## src/rtl/pkt_switch_pkg.sv

```systemverilog
// Shared types and defaults for the packet switch ingress/scheduler slice.
package pkt_switch_pkg;

  localparam int DEFAULT_N_PORTS   = 4;
  localparam int DEFAULT_IDX_WIDTH = 2;
  localparam int DROP_CNT_WIDTH    = 16;

  typedef enum logic [1:0] {
    WR_IDLE  = 2'd0,
    WR_STORE = 2'd1,
    WR_DROP  = 2'd2
  } wr_state_t;

  typedef struct packed {
    logic [DEFAULT_IDX_WIDTH-1:0] dst;
  } frame_desc_t;

endpackage

```

## src/rtl/frame_desc_fifo.sv

```systemverilog
// Descriptor FIFO: one entry per committed frame resident in the data buffer.
module frame_desc_fifo
  import pkt_switch_pkg::*;
#(
  parameter int DEPTH = 8,
  parameter int AW    = $clog2(DEPTH)
) (
  input  logic        clk,
  input  logic        reset_n,
  input  logic        push,
  input  logic        pop,
  input  frame_desc_t din,
  output frame_desc_t dout,
  output logic [AW:0] count,
  output logic        full
);

  frame_desc_t mem [DEPTH];
  logic [AW:0] wr_ptr;
  logic [AW:0] rd_ptr;
  logic        do_push;
  logic        do_pop;

  assign do_push = push && !full;
  assign do_pop  = pop && (count != '0);

  always_ff @(posedge clk or negedge reset_n) begin
    if (!reset_n) begin
      wr_ptr <= '0;
      rd_ptr <= '0;
    end else begin
      if (do_push) wr_ptr <= wr_ptr + 1'b1;
      if (do_pop)  rd_ptr <= rd_ptr + 1'b1;
    end
  end

  always_ff @(posedge clk) begin
    if (do_push) mem[wr_ptr[AW-1:0]] <= din;
  end

  assign count = wr_ptr - rd_ptr;
  assign full  = (wr_ptr[AW] != rd_ptr[AW]) && (wr_ptr[AW-1:0] == rd_ptr[AW-1:0]);
  assign dout  = mem[rd_ptr[AW-1:0]];

endmodule

```

## src/rtl/ingress_frame_queue.sv

```systemverilog
// Store-and-forward ingress frame buffer: frames become visible to the
// schedulers only once fully received, so valid never drops mid-frame.
//
// state    | meaning
// WR_IDLE  | between frames, next accepted beat starts a frame
// WR_STORE | frame in progress, beats written speculatively at wr_spec
// WR_DROP  | frame rejected (no room), discarding beats until last
module ingress_frame_queue
  import pkt_switch_pkg::*;
#(
  parameter int N_PORTS    = DEFAULT_N_PORTS,
  parameter int IDX_WIDTH  = DEFAULT_IDX_WIDTH,
  parameter int DATA_WIDTH = 8,
  parameter int DEPTH      = 64,
  parameter int PTR_WIDTH  = 6,
  parameter int MAX_FRAMES = 8,
  localparam int FC_WIDTH  = $clog2(MAX_FRAMES) + 1
) (
  input  logic                      clk,
  input  logic                      reset_n,
  input  logic [DATA_WIDTH-1:0]     in_data,
  input  logic                      in_valid,
  input  logic                      in_last,
  input  logic [IDX_WIDTH-1:0]      in_dst,
  output logic                      in_ready,
  output logic [DATA_WIDTH-1:0]     out_data,
  output logic                      out_valid,
  output logic                      out_last,
  output logic [IDX_WIDTH-1:0]      out_dst,
  input  logic                      out_ready,
  output logic [FC_WIDTH-1:0]       frame_count,
  output logic [DROP_CNT_WIDTH-1:0] drop_count
);

  if (DEPTH != (1 << PTR_WIDTH) || N_PORTS > (1 << IDX_WIDTH)
      || IDX_WIDTH != DEFAULT_IDX_WIDTH) begin : g_cfg_check
    $error("ingress_frame_queue: inconsistent DEPTH/PTR_WIDTH/N_PORTS/IDX_WIDTH");
  end

  logic [DATA_WIDTH:0]  mem [DEPTH];
  logic [PTR_WIDTH:0]   wr_spec;
  logic [PTR_WIDTH:0]   wr_commit;
  logic [PTR_WIDTH:0]   rd_ptr;
  wr_state_t            wr_state;
  wr_state_t            wr_state_nxt;
  frame_desc_t          cur_desc;
  frame_desc_t          push_desc;
  frame_desc_t          head_desc;
  logic [DATA_WIDTH:0]  head_beat;
  logic                 beat_acc;
  logic                 buf_full;
  logic                 desc_full;
  logic                 mem_we;
  logic                 push;
  logic                 pop;
  logic                 rd_fire;
  logic                 drop_inc;
  logic                 spec_rewind;
  logic                 latch_dst;

  assign beat_acc = in_valid && in_ready;
  assign buf_full = (wr_spec[PTR_WIDTH] != rd_ptr[PTR_WIDTH])
                 && (wr_spec[PTR_WIDTH-1:0] == rd_ptr[PTR_WIDTH-1:0]);

  always_comb begin
    wr_state_nxt = wr_state;
    mem_we       = 1'b0;
    push         = 1'b0;
    drop_inc     = 1'b0;
    spec_rewind  = 1'b0;
    latch_dst    = 1'b0;
    if (beat_acc) begin
      case (wr_state)
        WR_IDLE: begin
          if (desc_full || buf_full) begin
            spec_rewind = 1'b1;
            if (in_last) drop_inc = 1'b1;
            else         wr_state_nxt = WR_DROP;
          end else begin
            mem_we    = 1'b1;
            latch_dst = 1'b1;
            if (in_last) push = 1'b1;
            else         wr_state_nxt = WR_STORE;
          end
        end
        WR_STORE: begin
          if (buf_full) begin
            spec_rewind = 1'b1;
            if (in_last) drop_inc = 1'b1;
            wr_state_nxt = in_last ? WR_IDLE : WR_DROP;
          end else begin
            mem_we = 1'b1;
            if (in_last) begin
              push         = 1'b1;
              wr_state_nxt = WR_IDLE;
            end
          end
        end
        WR_DROP: begin
          if (in_last) begin
            drop_inc     = 1'b1;
            wr_state_nxt = WR_IDLE;
          end
        end
        default: wr_state_nxt = WR_IDLE;
      endcase
    end
  end

  // A single-beat frame commits with the dst it arrives with, not the latched one.
  assign push_desc.dst = (wr_state == WR_IDLE) ? in_dst : cur_desc.dst;

  always_ff @(posedge clk or negedge reset_n) begin
    if (!reset_n) begin
      wr_state     <= WR_IDLE;
      wr_spec      <= '0;
      wr_commit    <= '0;
      rd_ptr       <= '0;
      cur_desc     <= '0;
      drop_count   <= '0;
      in_ready     <= 1'b0;
    end else begin
      in_ready <= 1'b1;
      wr_state <= wr_state_nxt;
      if (latch_dst) cur_desc.dst <= in_dst;
      if (spec_rewind) begin
        wr_spec <= wr_commit;
      end else if (mem_we) begin
        wr_spec <= wr_spec + 1'b1;
        if (push) wr_commit <= wr_spec + 1'b1;
      end
      if (rd_fire) rd_ptr <= rd_ptr + 1'b1;
      if (drop_inc && (drop_count != '1)) drop_count <= drop_count + 1'b1;
    end
  end

  always_ff @(posedge clk) begin
    if (mem_we) mem[wr_spec[PTR_WIDTH-1:0]] <= {in_last, in_data};
  end

  frame_desc_fifo #(
    .DEPTH (MAX_FRAMES)
  ) u_desc_fifo (
    .clk     (clk),
    .reset_n (reset_n),
    .push    (push),
    .pop     (pop),
    .din     (push_desc),
    .dout    (head_desc),
    .count   (frame_count),
    .full    (desc_full)
  );

  // Storage is not reset, so the read port is forced to zero when nothing is offered.
  assign head_beat = mem[rd_ptr[PTR_WIDTH-1:0]];
  assign out_valid = (frame_count != '0);
  assign out_data  = out_valid ? head_beat[DATA_WIDTH-1:0] : '0;
  assign out_last  = out_valid && head_beat[DATA_WIDTH];
  assign out_dst   = out_valid ? head_desc.dst : '0;
  assign rd_fire   = out_valid && out_ready;
  assign pop       = rd_fire && head_beat[DATA_WIDTH];

endmodule

```

## config.mk

```make
export PLATFORM = sky130hd
export DESIGN_NAME = ingress_frame_queue
export DESIGN_NICKNAME = d
export VERILOG_FILES = /design/src/rtl/pkt_switch_pkg.sv /design/src/rtl/frame_desc_fifo.sv /design/src/rtl/ingress_frame_queue.sv
export SDC_FILE = /design/constraint.sdc
export NUM_CORES = 1
export LEC_CHECK = 0
export ABC_AREA = 1
export CORE_MARGIN = 10
export CORE_UTILIZATION = 25
export DETAILED_ROUTE_END_ITERATION = 7
export HOLD_SLACK_MARGIN = 0.06
export PLACE_DENSITY_LB_ADDON = 0.12
export SLEW_MARGIN = 25
export SYNTH_ARGS = -nofsm -noshare
export SYNTH_HDL_FRONTEND = slang
export SYNTH_SLANG_ARGS = --single-unit
```

## constraint.sdc

```tcl
create_clock -name clk -period 3.45 [get_ports clk]
set_input_delay 0.8625 -clock clk [delete_from_list [all_inputs] [get_ports clk]]
set_output_delay 0.8625 -clock clk [all_outputs]
set_load 0.02 [all_outputs]
```

==> metrics.md, run 1 <==
| Metric | Value |
|---|---|
| Synthesized cell area | `26900 sq um` |
| Max-cap violations | `0` |
| Peak VDD IR | `0.356 mV` |
| Comb power frac | `44.9%` |
| Min-Delay Path Class | `input port to asynchronous set/reset pin` |
| Slew of the pin with the lowest slew margin | `852 ps` |
| Clock share of power | `26.2%` |
| Post-synth EDFFs | `592` |
| Post-DP HPWL | `57700 microns` |
| Post-route DRC | `0` |
| Final Cycle Share | `110%` |
| Longest Clk Path Bufs | `3` |
| Clk root buf | `clkbuf_16` |
| Ranking of synthesized cells by area | `edfxtp_1 (66%), nand2_1 (10%), nand3_1 (5.5%)` |
| Final Net Count | `2675` |
| Yosys top cell by area | `edfxtp_1` |
| Placed cells | `3917` |
| Via count | `18765` |
| Async SR Flop Fraction | `7.79%` |
| Clk slew on worst S/H paths | `60 ps` |
| Synthesized area per cell | `11.5 sq um` |
| Initial DRC count | `1334` |
| Filler cells | `10852` |
| Seq cells post-synth | `642` |
| Register area share after synthesis | `70.8%` |
| Critical path arrival | `2920 ps` |
| CP Class | `register to primary output` |
| Period minus WS final | `3780 ps` |
| Pwr Total | `31.6 mW` |
| Fin cells | `4118` |
| Final Routed Wirelength | `89900 microns` |
| YS warnings | `0` |
| Initial antenna violation count | `1` |
| Worst Setup Start Kind | `register` |
| Pins Over Slew Limit | `0` |
| Port Buffers | `47` |
| Hold-fix buffer count after cts | `0` |
| Slack of the critical path | `-329 ps` |
| Starting Density | `25.1%` |
| Status | `complete, but fails checks` |
| Yosys top cell area share | `66.2%` |
| First-pass GRT wire length | `132000 microns` |
| Sink Count | `642` |
| Crit Path Max Fanout | `7` |
| Internal | `19.6 mW` |
| Die ar. | `121000 sq um` |
| Row cnt | `120` |
| Most frequent cells after synthesis | `nand2_1 (730), edfxtp_1 (592), nand3_1 (294), a21oi_1 (155), nor2_1 (138)` |
| # IOs | `48` |
| Psw | `12.0 mW` |
| Share of layout cells above drive strength 1 | `22.0%` |
| Max frequency | `265 MHz` |
| Die width | `348 microns` |
| Final Setup Violations | `9` |
| Core footprint | `107000 sq um` |
| PD cells | `904 nW/um^2` |
| Total CTS buffers | `77` |
| Detail Route Antenna Nets | `0` |
| Gpl congestion | `0.793` |
| Max-Slew Margin vs Limit | `43.2%` |
| Via/cell ratio | `4.56` |
| First drt pass iteration count | `5` |
| Failing checks | `negative setup slack` |
| RSZ-0062 raised after global routing | `yes` |
| Syn Inst Count | `2344` |
| Clk_lat worst skew | `630 ps` |
| Worst setup EP type | `primary output` |
| Utilization after layout | `32.7%` |
| H-tree depth | `3` |
| Synth cell types | `42` |
| Hold violation count in the final report | `0` |
| Overflow after GRT | `0` |
| CTS tree | `built` |
| Clock Skew | `28.1 ps` |
| Reg power frac | `29.0%` |
| Hold_ws | `118 ps` |
| Leak Pwr | `13.0 nW` |
| Synth Flop Type | `edfxtp_1` |
| # diodes | `0` |
| Wire per inst | `21.8 microns` |
| Req. time, crit path | `2590 ps` |
| DIE HEIGHT | `348 microns` |
| Tot GR Track Use | `14.6%` |
| Vias in the first global route | `19172` |
| Most common cell in the netlist | `nand2_1` |
| Switching Fraction | `38.0%` |
| Pin count of the biggest net entering global routing | `65` |
| Syn nets | `2368` |
| Area grow syn2layout | `30.2%` |
## through the flow
| stage | TNS, ps | setup slack, ps | cell area (sq um) |
|---|---|---|---|
| final | -2070 | -329 | 35000 |
| after global placement | -971 | -182 | 30700 |
| after CTS | -2730 | -382 | 34700 |
| after global routing | -3310 | -458 | 35000 |
| after floorplan | -278 | -139 | 26900 |
| after detailed placement | -844 | -176 | 30700 |
## state kept, by name, summed over array words and instances, names as in the netlist
register,count
wr_commit,7
u_desc_fifo.wr_ptr,4
cur_desc,2
u_desc_fifo.rd_ptr,4
drop_count,16
in_ready,1
u_desc_fifo.mem,16
wr_spec,7
mem,576
wr_state,2
rd_ptr,7
## power by group through the flow
stage	Sequential [mW]	Combinational (mW)	Clock [mW]
global route	9.18	15.3	8.83
finish	9.15	14.2	8.26
global placement	9.31	11.7	0
CTS	9.15	13.9	8.51
floorplan	9.20	5.93	0
detailed placement	9.31	11.7	0
## kinds of logic after synthesis
group / Yosys count / share of synthesized area [%]
other cells: 1 / 0.0140
flops: 642 / 70.8
xor+xnor: 33 / 1.08
simple gates: 1216 / 18.9
buf+inv: 186 / 3.41
fa+ha+maj: 9 / 0.447
compound gates: 257 / 5.30
## layout by cell type, fill, tap and decap left out, types with 21 or more instances in the layout
master and count:
nand2_1 700, edfxtp_1 592, nand3_1 270, buf_4 240
a21oi_1 127, nor2_1 118, clkbuf_16 83, inv_1 47
buf_12 47, dfrtp_1 46, nand2_2 29, a21oi_2 26
o21ai_0 26, clkdlybuf4s50_1 23, xor2_1 22, clkinv_1 22
nand3_2 21
## repair_timing
item                       4_1_cts  5_1_grt
setup endpoints to repair       14       12
pin swaps                       42       36
gates resized for setup        227       55
buffers inserted                41        5
cloned                          12        2
## metal layers
metal  up-vias  GRT usage, %  part of all wire (%)
met5         -             0                 0.014
met4         2          4.01                   2.0
met3       106          2.48                   4.9
met2       402          24.0                    47
met1      9392          19.7                    46
li1       8863             -                     -
## final cells by class
class	count	area [sq um]	share of cell area (%)
timing repair inverter	1	8.76	0.0251
sequential	642	19000	54.5
inverter	56	251	0.719
clock buffer	98	2100	6.01
clock inverter	45	450	1.29
timing repair buffer	357	3740	10.7
multi-input combinational	1516	7620	21.8
tap	1403	1760	5.02
## worst max-delay path, cell delays in order (launching register included)
cell       delay, ps
dfrtp_4          490
buf_12           160
clkinv_16         70
buf_16           120
buf_12           120
buf_12           110
buf_8            110
nand2_2           50
nand3_2           60
nand2_2           60
a21oi_2          110
o21a_1           200
nand2_1           80
nand2_1           70
nor2_1            40
nor2_1           150
buf_4            160
buf_6            120
## final timing paths
path / cells past startpoint / slack [ps] / to / startpoint
max: 17 / -330 / out_data[5] / rd_ptr[0]$_DFFE_PN0N_
min: 1 / 120 / u_desc_fifo.rd_ptr[1]$_DFFE_PN0P_ / reset_n
max reg2reg: 12 / 230 / mem[22][2]$_DFFE_PP_ / rd_ptr[0]$_DFFE_PN0N_
min reg2reg: 2 / 480 / wr_commit[6]$_DFFE_PN0P_ / wr_commit[6]$_DFFE_PN0P_
max in group asynchronous: 2 / 2840 / rd_ptr[0]$_DFFE_PN0N_ / reset_n
min in group clk: 2 / 480 / wr_commit[6]$_DFFE_PN0P_ / wr_commit[6]$_DFFE_PN0P_
No activity file was read; power rests on OpenSTA's default activity.
==> inputs of run 2 (changes only) <==
- GPL_TIMING_DRIVEN: not set -> 0
==> run 2 against run 1 <==
Effect of this change: the run still ends with negative setup slack left; maximum frequency shrank 2.3%; wire length grew 23%; non-clock buffer count shrank 110; sequential cell count is the same; global-route usage grew 3.3 points; power grew 5.4%; critical path depth is the same; sequential power shrank 0.4%; die area is the same; clock skew shrank 8.2 ps; first-iteration DRC count grew 21%; combinational power grew 13%; critical endpoint unchanged; largest cell class unchanged; largest power group unchanged.
==> metrics.md, run 2 (synthesized netlist as in run 1, its figures left out) <==
| Metric | Value |
|---|---|
| Internal | `19.1 mW (-2.6%)` |
| Post-DP HPWL | `75000 microns (+30%)` |
| Worst setup EP type | `primary output` |
| Hold_ws | `471 ps (+353 ps)` |
| Clk slew on worst S/H paths | `60 ps (about the same)` |
| Leak Pwr | `12.4 nW (-4.3%)` |
| Worst Setup Start Kind | `register` |
| H-tree depth | `3 (unchanged)` |
| Period minus WS final | `3870 ps (+89.3 ps)` |
| Pins Over Slew Limit | `0 (unchanged)` |
| Share of layout cells above drive strength 1 | `23.5% (+1.5 points)` |
| Via/cell ratio | `4.81 (+5.6%)` |
| Initial DRC count | `1613 (+21%)` |
| CP Class | `register to primary output` |
| Failing checks | `negative setup slack` |
| Die width | `348 microns (unchanged)` |
| Placed cells | `3805 (-2.9%)` |
| Cell repeated most along the worst path | `buf_12` |
| Final Cycle Share | `112% (+2.6 points)` |
| Wire per inst | `27.7 microns (+27%)` |
| Max-Slew Margin vs Limit | `30.0% (-13 points)` |
| Area grow syn2layout | `29.3%` |
| Most frequent cells in the layout | `nand2_1 (692), edfxtp_1 (592), nand3_1 (248)` |
| Max reg flops | `576 (unchanged)` |
| RSZ-0062 raised after global routing | `yes` |
| Hold violation count in the final report | `0 (unchanged)` |
| Slew of the pin with the lowest slew margin | `1050 ps (+196 ps)` |
| Initial antenna violation count | `0 (-1)` |
| Longest Clk Path Bufs | `3 (unchanged)` |
| Sink Count | `642 (unchanged)` |
| Reg power frac | `27.4% (-1.6 points)` |
| Utilization after layout | `32.5% (-0.22 points)` |
| PD cells | `959 nW/um^2 (+6.2%)` |
| Comb power frac | `48.0% (+3.1 points)` |
| Slack of the critical path | `-418 ps (-89.3 ps)` |
| Clock Skew | `19.9 ps (-8.18 ps)` |
| Clock share of power | `24.6% (-1.6 points)` |
| Total CTS buffers | `76 (-1.3%)` |
| Area post-placement | `29400 sq um (-4.4%)` |
| Fin cells | `4005 (-2.7%)` |
| Min-Delay Path Class | `register to register` |
| Overflow after GRT | `0 (unchanged)` |
| Clk_lat worst skew | `640 ps (about the same)` |
| Post-route cell area | `34700 sq um (-0.68%)` |
| R2R setup slack | `210 ps (-20 ps)` |
| Die ar. | `121000 sq um (unchanged)` |
| CP max stage cell | `dfrtp_2` |
| # IOs | `48 (unchanged)` |
| Core footprint | `107000 sq um (unchanged)` |
| First-pass GRT wire length | `153000 microns (+16%)` |
| Psw | `14.2 mW (+18%)` |
| Final Setup Violations | `9 (unchanged)` |
| Final Net Count | `2563 (-4.2%)` |
| Pin count of the biggest net entering global routing | `61 (-6.2%)` |
| DIE HEIGHT | `348 microns (unchanged)` |
| Vias in the first global route | `19192 (+0.10%)` |
| Starting Density | `25.1% (unchanged)` |
| Most common cell after layout, fill and taps aside | `nand2_1` |
| Final Routed Wirelength | `111000 microns (+23%)` |
| Slowest stage delay, CP | `480 ps (about the same)` |
| Gpl congestion | `0.884 (+11%)` |
| Peak VDD IR | `0.480 mV (+35%)` |
| Max frequency | `259 MHz (-2.3%)` |
| Via count | `19277 (+2.7%)` |
| Tot GR Track Use | `17.9% (+3.3 points)` |
| Critical path arrival | `3010 ps (+90 ps)` |
| Req. time, crit path | `2590 ps (about the same)` |
| Status | `complete, but fails checks` |
| Crit Path Max Fanout | `6 (-1)` |
| Setup WS pre-CTS | `-1690 ps (-1510 ps)` |
| Row cnt | `120 (unchanged)` |
| CTS tree | `built` |
| Max-cap violations | `0 (unchanged)` |
| Detail Route Antenna Nets | `0 (unchanged)` |
| Post-route DRC | `0 (unchanged)` |
| Port Buffers | `47 (unchanged)` |
| Clk root buf | `clkbuf_16` |
| Sequence of cells on the critical path | `buf_12 > buf_12 > buf_8 > buf_12 > buf_12 > buf_6 > nand2_4 > nand2_2 > a21oi_2 > o21ai_1 > nand2_2 > nand2_1 > nand2_1 > nand2_2 > nor2_4 > nor2_4 > buf_6` |
| First drt pass iteration count | `5 (unchanged)` |
| Switching Fraction | `42.7% (+4.7 points)` |
==> run 2: per-stage QoR <==
step | total power, mW | TNS (ps)
floorplan | 15.1 | -278
global placement | 21.2 | -863410
detailed placement | 21.3 | -376920
CTS | 32.5 | -2850
global route | 34.4 | -3540
finish | 33.3 | -2950
==> run 2: routing by layer <==
metal,global-route usage (%),vias up,part of all wire [%]
met2,28.8,646,46
met4,7.15,0,3.9
met3,2.28,182,5.6
met1,24.3,9800,44
met5,0,-,0
li1,-,8649,-
==> run 2: power by group through the flow <==
stage	combinational, mW	clock [mW]	sequential [mW]
floorplan	5.93	0	9.20
CTS	15.1	8.33	9.10
detailed placement	12.0	0	9.25
global route	16.7	8.62	9.14
global placement	12.0	0	9.28
finish	16.0	8.20	9.11
==> run 2: worst paths after layout <==
path	from	end	depth (start not counted)
setup / recovery	rd_ptr[0]$_DFFE_PN0N_	out_data[5]	17
hold / removal	wr_commit[6]$_DFFE_PN0P_	wr_commit[6]$_DFFE_PN0P_	2
setup reg to reg	u_desc_fifo.rd_ptr[1]$_DFFE_PN0P_	mem[39][0]$_DFFE_PP_	10
hold reg to reg	wr_commit[6]$_DFFE_PN0P_	wr_commit[6]$_DFFE_PN0P_	2
max in group asynchronous	reset_n	drop_count[3]$_DFFE_PN0P_	3
min in group asynchronous	reset_n	rd_ptr[6]$_DFFE_PN0N_	2
==> run 2: timing repair <==
| item | 4_1_cts | 5_1_grt |
|---|---|---|
| hold buffers | 1 | 0 |
| buffers inserted | 45 | 15 |
| pin swaps | 65 | 50 |
| gates cloned | 1 | 1 |
| hold endpoints to repair | 4 | 0 |
| setup endpoints to repair | 569 | 86 |
| gates resized for setup | 587 | 115 |
==> run 2: cell type report <==
class / instances / area [sq um]
antenna: 1 / 2.50
buffer: 128 / 1610
clock buffer: 94 / 2050
clock inverter: 46 / 442
fill: 10762 / 72200
inverter: 56 / 235
multi-input combinational: 1516 / 8240
sequential: 642 / 19000
tap: 1403 / 1760
timing repair buffer: 119 / 1350
==> run 2: critical path: cells and delay by family, from the launching register on <==
family / cells / cell delay, ps
AOI/OAI and AO/OA: 2 / 190
and+or+nand+nor: 8 / 680
buffers and inverters: 7 / 980
DFF: 1 / 480
==> inputs of run 3 (changes only) <==
- ABC_AREA: 1 -> not set
- CTS_BUF_LIST: not set -> sky130_fd_sc_hd__clkbuf_8
==> run 3 against run 2 <==
Effect of this change: the run still ends with negative setup slack left; sequential power shrank 2%; die area shrank 3.2%; maximum frequency shrank 8.4%; non-clock buffer count shrank 68; register-to-register slack lost 240 ps; design area shrank 7.8%; wire length shrank 36%.
==> metrics.md, run 3 <==
| Metric | Value |
|---|---|
| Port Buffers | `47 (unchanged)` |
| Register area share after synthesis | `73.4% (+2.5 points)` |
| Post-Synth Simple-Gate Area | `3.79% (-15 points)` |
| Clock Skew | `35.5 ps (+15.6 ps)` |
| Via count | `13020 (-32%)` |
| Final Routed Wirelength | `71500 microns (-36%)` |
| Sink Count | `642 (unchanged)` |
| Post-route cell area | `32000 sq um (-7.8%)` |
| Row cnt | `118 (-1.7%)` |
| Post-DP HPWL | `47000 microns (-37%)` |
| Gpl congestion | `0.765 (-13%)` |
| # IOs | `48 (unchanged)` |
| Post-route DRC | `0 (unchanged)` |
| Synth Area in XOR/XNOR | `1.42% (+0.34 points)` |
| CTS tree | `built` |
| Longest Clk Path Bufs | `3 (unchanged)` |
| Internal | `16.8 mW (-12%)` |
| Worst hold path endpoint | `wr_commit[4]$_DFFE_PN0P_` |
| PD cells | `799 nW/um^2 (-17%)` |
| Req. time, crit path | `2590 ps (about the same)` |
| Area post-placement | `28300 sq um (-3.5%)` |
| Pins Over Slew Limit | `0 (unchanged)` |
| Starting Density | `25.1% (about the same)` |
| Overflow after GRT | `0 (unchanged)` |
| Async SR Flop Fraction | `7.79% (unchanged)` |
| Multi-input gate area | `7260 sq um (-12%)` |
| Post-synthesis mux area share | `16.4% (+16 points)` |
| Largest family of logic cells by synthesized area | `multiplexers` |
| Capturing point of the worst reg2reg path | `mem[47][7]$_DFFE_PP_` |
| Total CTS buffers | `111 (+46%)` |
| Post-synth EDFFs | `592 (unchanged)` |
| DIE HEIGHT | `342 microns (-1.6%)` |
| Clk slew on worst S/H paths | `60 ps (about the same)` |
| Peak VDD IR | `0.873 mV (+82%)` |
| CP max stage cell | `mux4_2` |
| CP bufs+invs | `5 (-2)` |
| Max-cap violations | `0 (unchanged)` |
| Top delay family on crit path | `multiplexers` |
| Most common cell in the netlist | `edfxtp_1` |
| Clk root buf | `clkbuf_8` |
| Seq cells post-synth | `642 (unchanged)` |
| Most common cell after layout, fill and taps aside | `edfxtp_1` |
| R2r startpoint | `rd_ptr[0]$_DFFE_PN0N_` |
| Ranking of synthesized cells by area | `edfxtp_1 (69%), mux4_2 (11%), dfrtp_1 (4.8%)` |
| Hold_ws | `494 ps (+22.2 ps)` |
| First drt pass iteration count | `5 (unchanged)` |
| Synthesized area per cell | `20.1 sq um (+76%)` |
| Min-Delay Path Class | `register to register` |
| Vias in the first global route | `14182 (-26%)` |
| Yosys top cell area share | `68.5% (+2.4 points)` |
| Worst setup EP type | `primary output` |
| Area grow syn2layout | `23.4%` |
| Synth cell types | `67 (+60%)` |
| Comb power frac | `40.5% (-7.5 points)` |
| Path depth of the worst reg2reg path | `10 (unchanged)` |
| Clock share of power | `24.6% (about the same)` |
| Filler cells | `9977 (-7.3%)` |
| Sequence of cells on the critical path | `buf_6 > buf_12 > buf_16 > buf_12 > mux4_2 > mux4_2 > o22ai_4 > a211oi_4 > buf_6` |
| Pwr Total | `25.6 mW (-23%)` |
| Post-Synth Adder-Cell Area | `0.463% (+0.016 points)` |
| Core footprint | `103000 sq um (-3.5%)` |
| Slack of the critical path | `-771 ps (-353 ps)` |
| Status | `complete, but fails checks` |
| Hold_sp | `wr_commit[4]$_DFFE_PN0P_` |
| Pin count of the biggest net entering global routing | `71 (+16%)` |
| Max-Slew Margin vs Limit | `15.5% (-14 points)` |
| CP Class | `register to primary output` |
| Psw | `8.80 mW (-38%)` |
| Final Cycle Share | `122% (+10 points)` |
| Initial DRC count | `696 (-57%)` |
| RSZ-0062 raised after global routing | `yes` |
| Tot GR Track Use | `12.2% (-5.7 points)` |
| H-tree depth | `3 (unchanged)` |
| Max reg flops | `576 (unchanged)` |
| Failing checks | `negative setup slack` |
| Final Setup Violations | `20 (+11)` |
| Syn nets | `1312 (-45%)` |
| Hold violation count in the final report | `0 (unchanged)` |
| Most frequent cells after synthesis | `edfxtp_1 (592), mux4_2 (130), nor2_1 (88), dfrtp_1 (50), nand2_1 (38)` |
| Most frequent cells in the layout | `edfxtp_1 (592), mux4_2 (139), clkbuf_8 (120)` |
| Clk_lat worst skew | `740 ps (+100 ps)` |
| Worst Setup Start Kind | `register` |
| Slowest stage delay, CP | `520 ps (+40 ps)` |
| First-pass GRT wire length | `104000 microns (-32%)` |
| Wire per inst | `24.0 microns (-13%)` |
| Crit Path Max Fanout | `8 (+2)` |
| Share of layout cells above drive strength 1 | `36.8% (+13 points)` |
| Yosys top cell by area | `edfxtp_1` |
| Die ar. | `117000 sq um (-3.2%)` |
| FF+latch area | `19000 sq um (about the same)` |
| Synth Flop Type | `edfxtp_1` |
| Critical path arrival | `3360 ps (+350 ps)` |
| Initial antenna violation count | `4 (+4)` |
| Syn Inst Count | `1288 (-45%)` |
| YS warnings | `0 (unchanged)` |
| Synthesized cell area | `25900 sq um (-3.4%)` |
| Slew of the pin with the lowest slew margin | `1270 ps (+220 ps)` |
| Die width | `342 microns (-1.6%)` |
| R2R setup slack | `-30 ps (-240 ps)` |
| Hold path depth | `2 (unchanged)` |
| Synth Area in Compound Gates | `2.41% (-2.9 points)` |
| Period minus WS final | `4220 ps (+353 ps)` |
| Setup WS pre-CTS | `-1510 ps (+177 ps)` |
| Reg power frac | `34.9% (+7.5 points)` |
| Leak Pwr | `10.3 nW (-17%)` |
| Switching Fraction | `34.4% (-8.3 points)` |
| Via/cell ratio | `4.38 (-9.0%)` |
| Max frequency | `237 MHz (-8.4%)` |
| Detail Route Antenna Nets | `0 (unchanged)` |
| Final Net Count | `1535 (-40%)` |
run 3: repair_timing:
action | 4_1_cts | 5_1_grt
setup buffers | 42 | 9
cloned | 3 | 1
hold buffers | 1 | 0
pin swaps | 31 | 24
resized for setup | 323 | 41
endpoints found under the setup margin | 564 | 258
hold endpoints to repair | 12 | 0
run 3: how the worst max path moves through the flow:
| stage | start | end | slack, ps | depth (start not counted) |
|---|---|---|---|---|
| 5_1_grt | rd_ptr[0]$_DFFE_PN0N_ | out_data[4] | -880 | 9 |
| 3_5_place_dp | rd_ptr[1]$_DFFE_PN0N_ | out_data[2] | -1510 | 8 |
| 4_1_cts | rd_ptr[0]$_DFFE_PN0N_ | out_data[4] | -840 | 9 |
| 3_3_place_gp | rd_ptr[1]$_DFFE_PN0N_ | out_data[2] | -1510 | 8 |
| 2_1_floorplan | rd_ptr[0]$_DFFE_PN0N_ | out_data[0] | 360 | 7 |
| 6_report | rd_ptr[0]$_DFFE_PN0N_ | out_data[4] | -770 | 9 |
run 3: power by group through the flow:
stage / sequential, mW / combinational (mW) / clock (mW)
2_1_floorplan: 9.07 / 5.20 / 0
3_3_place_gp: 9.12 / 8.40 / 0
3_5_place_dp: 9.10 / 8.44 / 0
4_1_cts: 8.92 / 10.4 / 6.55
5_1_grt: 8.95 / 11.0 / 6.90
6_report: 8.92 / 10.4 / 6.29
run 3: metrics by stage:
stage | std cells | utilization, % | setup TNS, ps
2_1_floorplan | 1288 | - | 0
3_3_place_gp | 2715 | 27.3 | -676550
3_5_place_dp | 2723 | 27.5 | -384080
4_1_cts | 2963 | 30.7 | -8060
5_1_grt | 2974 | 31.0 | -11450
6_report | 2974 | 31.0 | -7050
run 3: per-layer routing:
| metal | track usage (%) | up-vias | wire [microns] |
|---|---|---|---|
| met3 | 2.70 | 113 | 2550 |
| met4 | 3.44 | 0 | 1640 |
| met2 | 19.9 | 260 | 34400 |
| met1 | 16.3 | 6915 | 32900 |
| met5 | 0 | - | 0 |
| li1 | - | 5732 | - |
run 3: cell type report:
cell class                 instances  area share, %
clock inverter                    79           1.21
timing repair buffer             110           3.80
buffer                            69           2.31
inverter                          15          0.176
antenna                            2         0.0156
multi-input combinational        562           22.7
clock buffer                     115           4.95
sequential                       642           59.5
tap                             1380           5.40
run 3: cell families (layout without fill, tap and decap cells):
logic type / after synthesis / in the layout
flip-flops: 642 / 642
multiplexers: 214 / 214
AND/OR/NAND/NOR: 201 / 201
AO/OA/AOI/OAI: 95 / 95
buffers and inverters: 84 / 388
XOR/XNOR: 42 / 42
adder cells (fa/ha/maj): 9 / 9
other: 1 / 3
run 3: worst register-to-register path, cell delays in order (launching register included):
cell     delay, ps
dfrtp_1        380
buf_6          140
buf_12         140
buf_4          140
buf_12         130
xor2_1         170
nor4_2          80
a211o_1        370
or2_2          310
buf_1          510
nor2_2         720
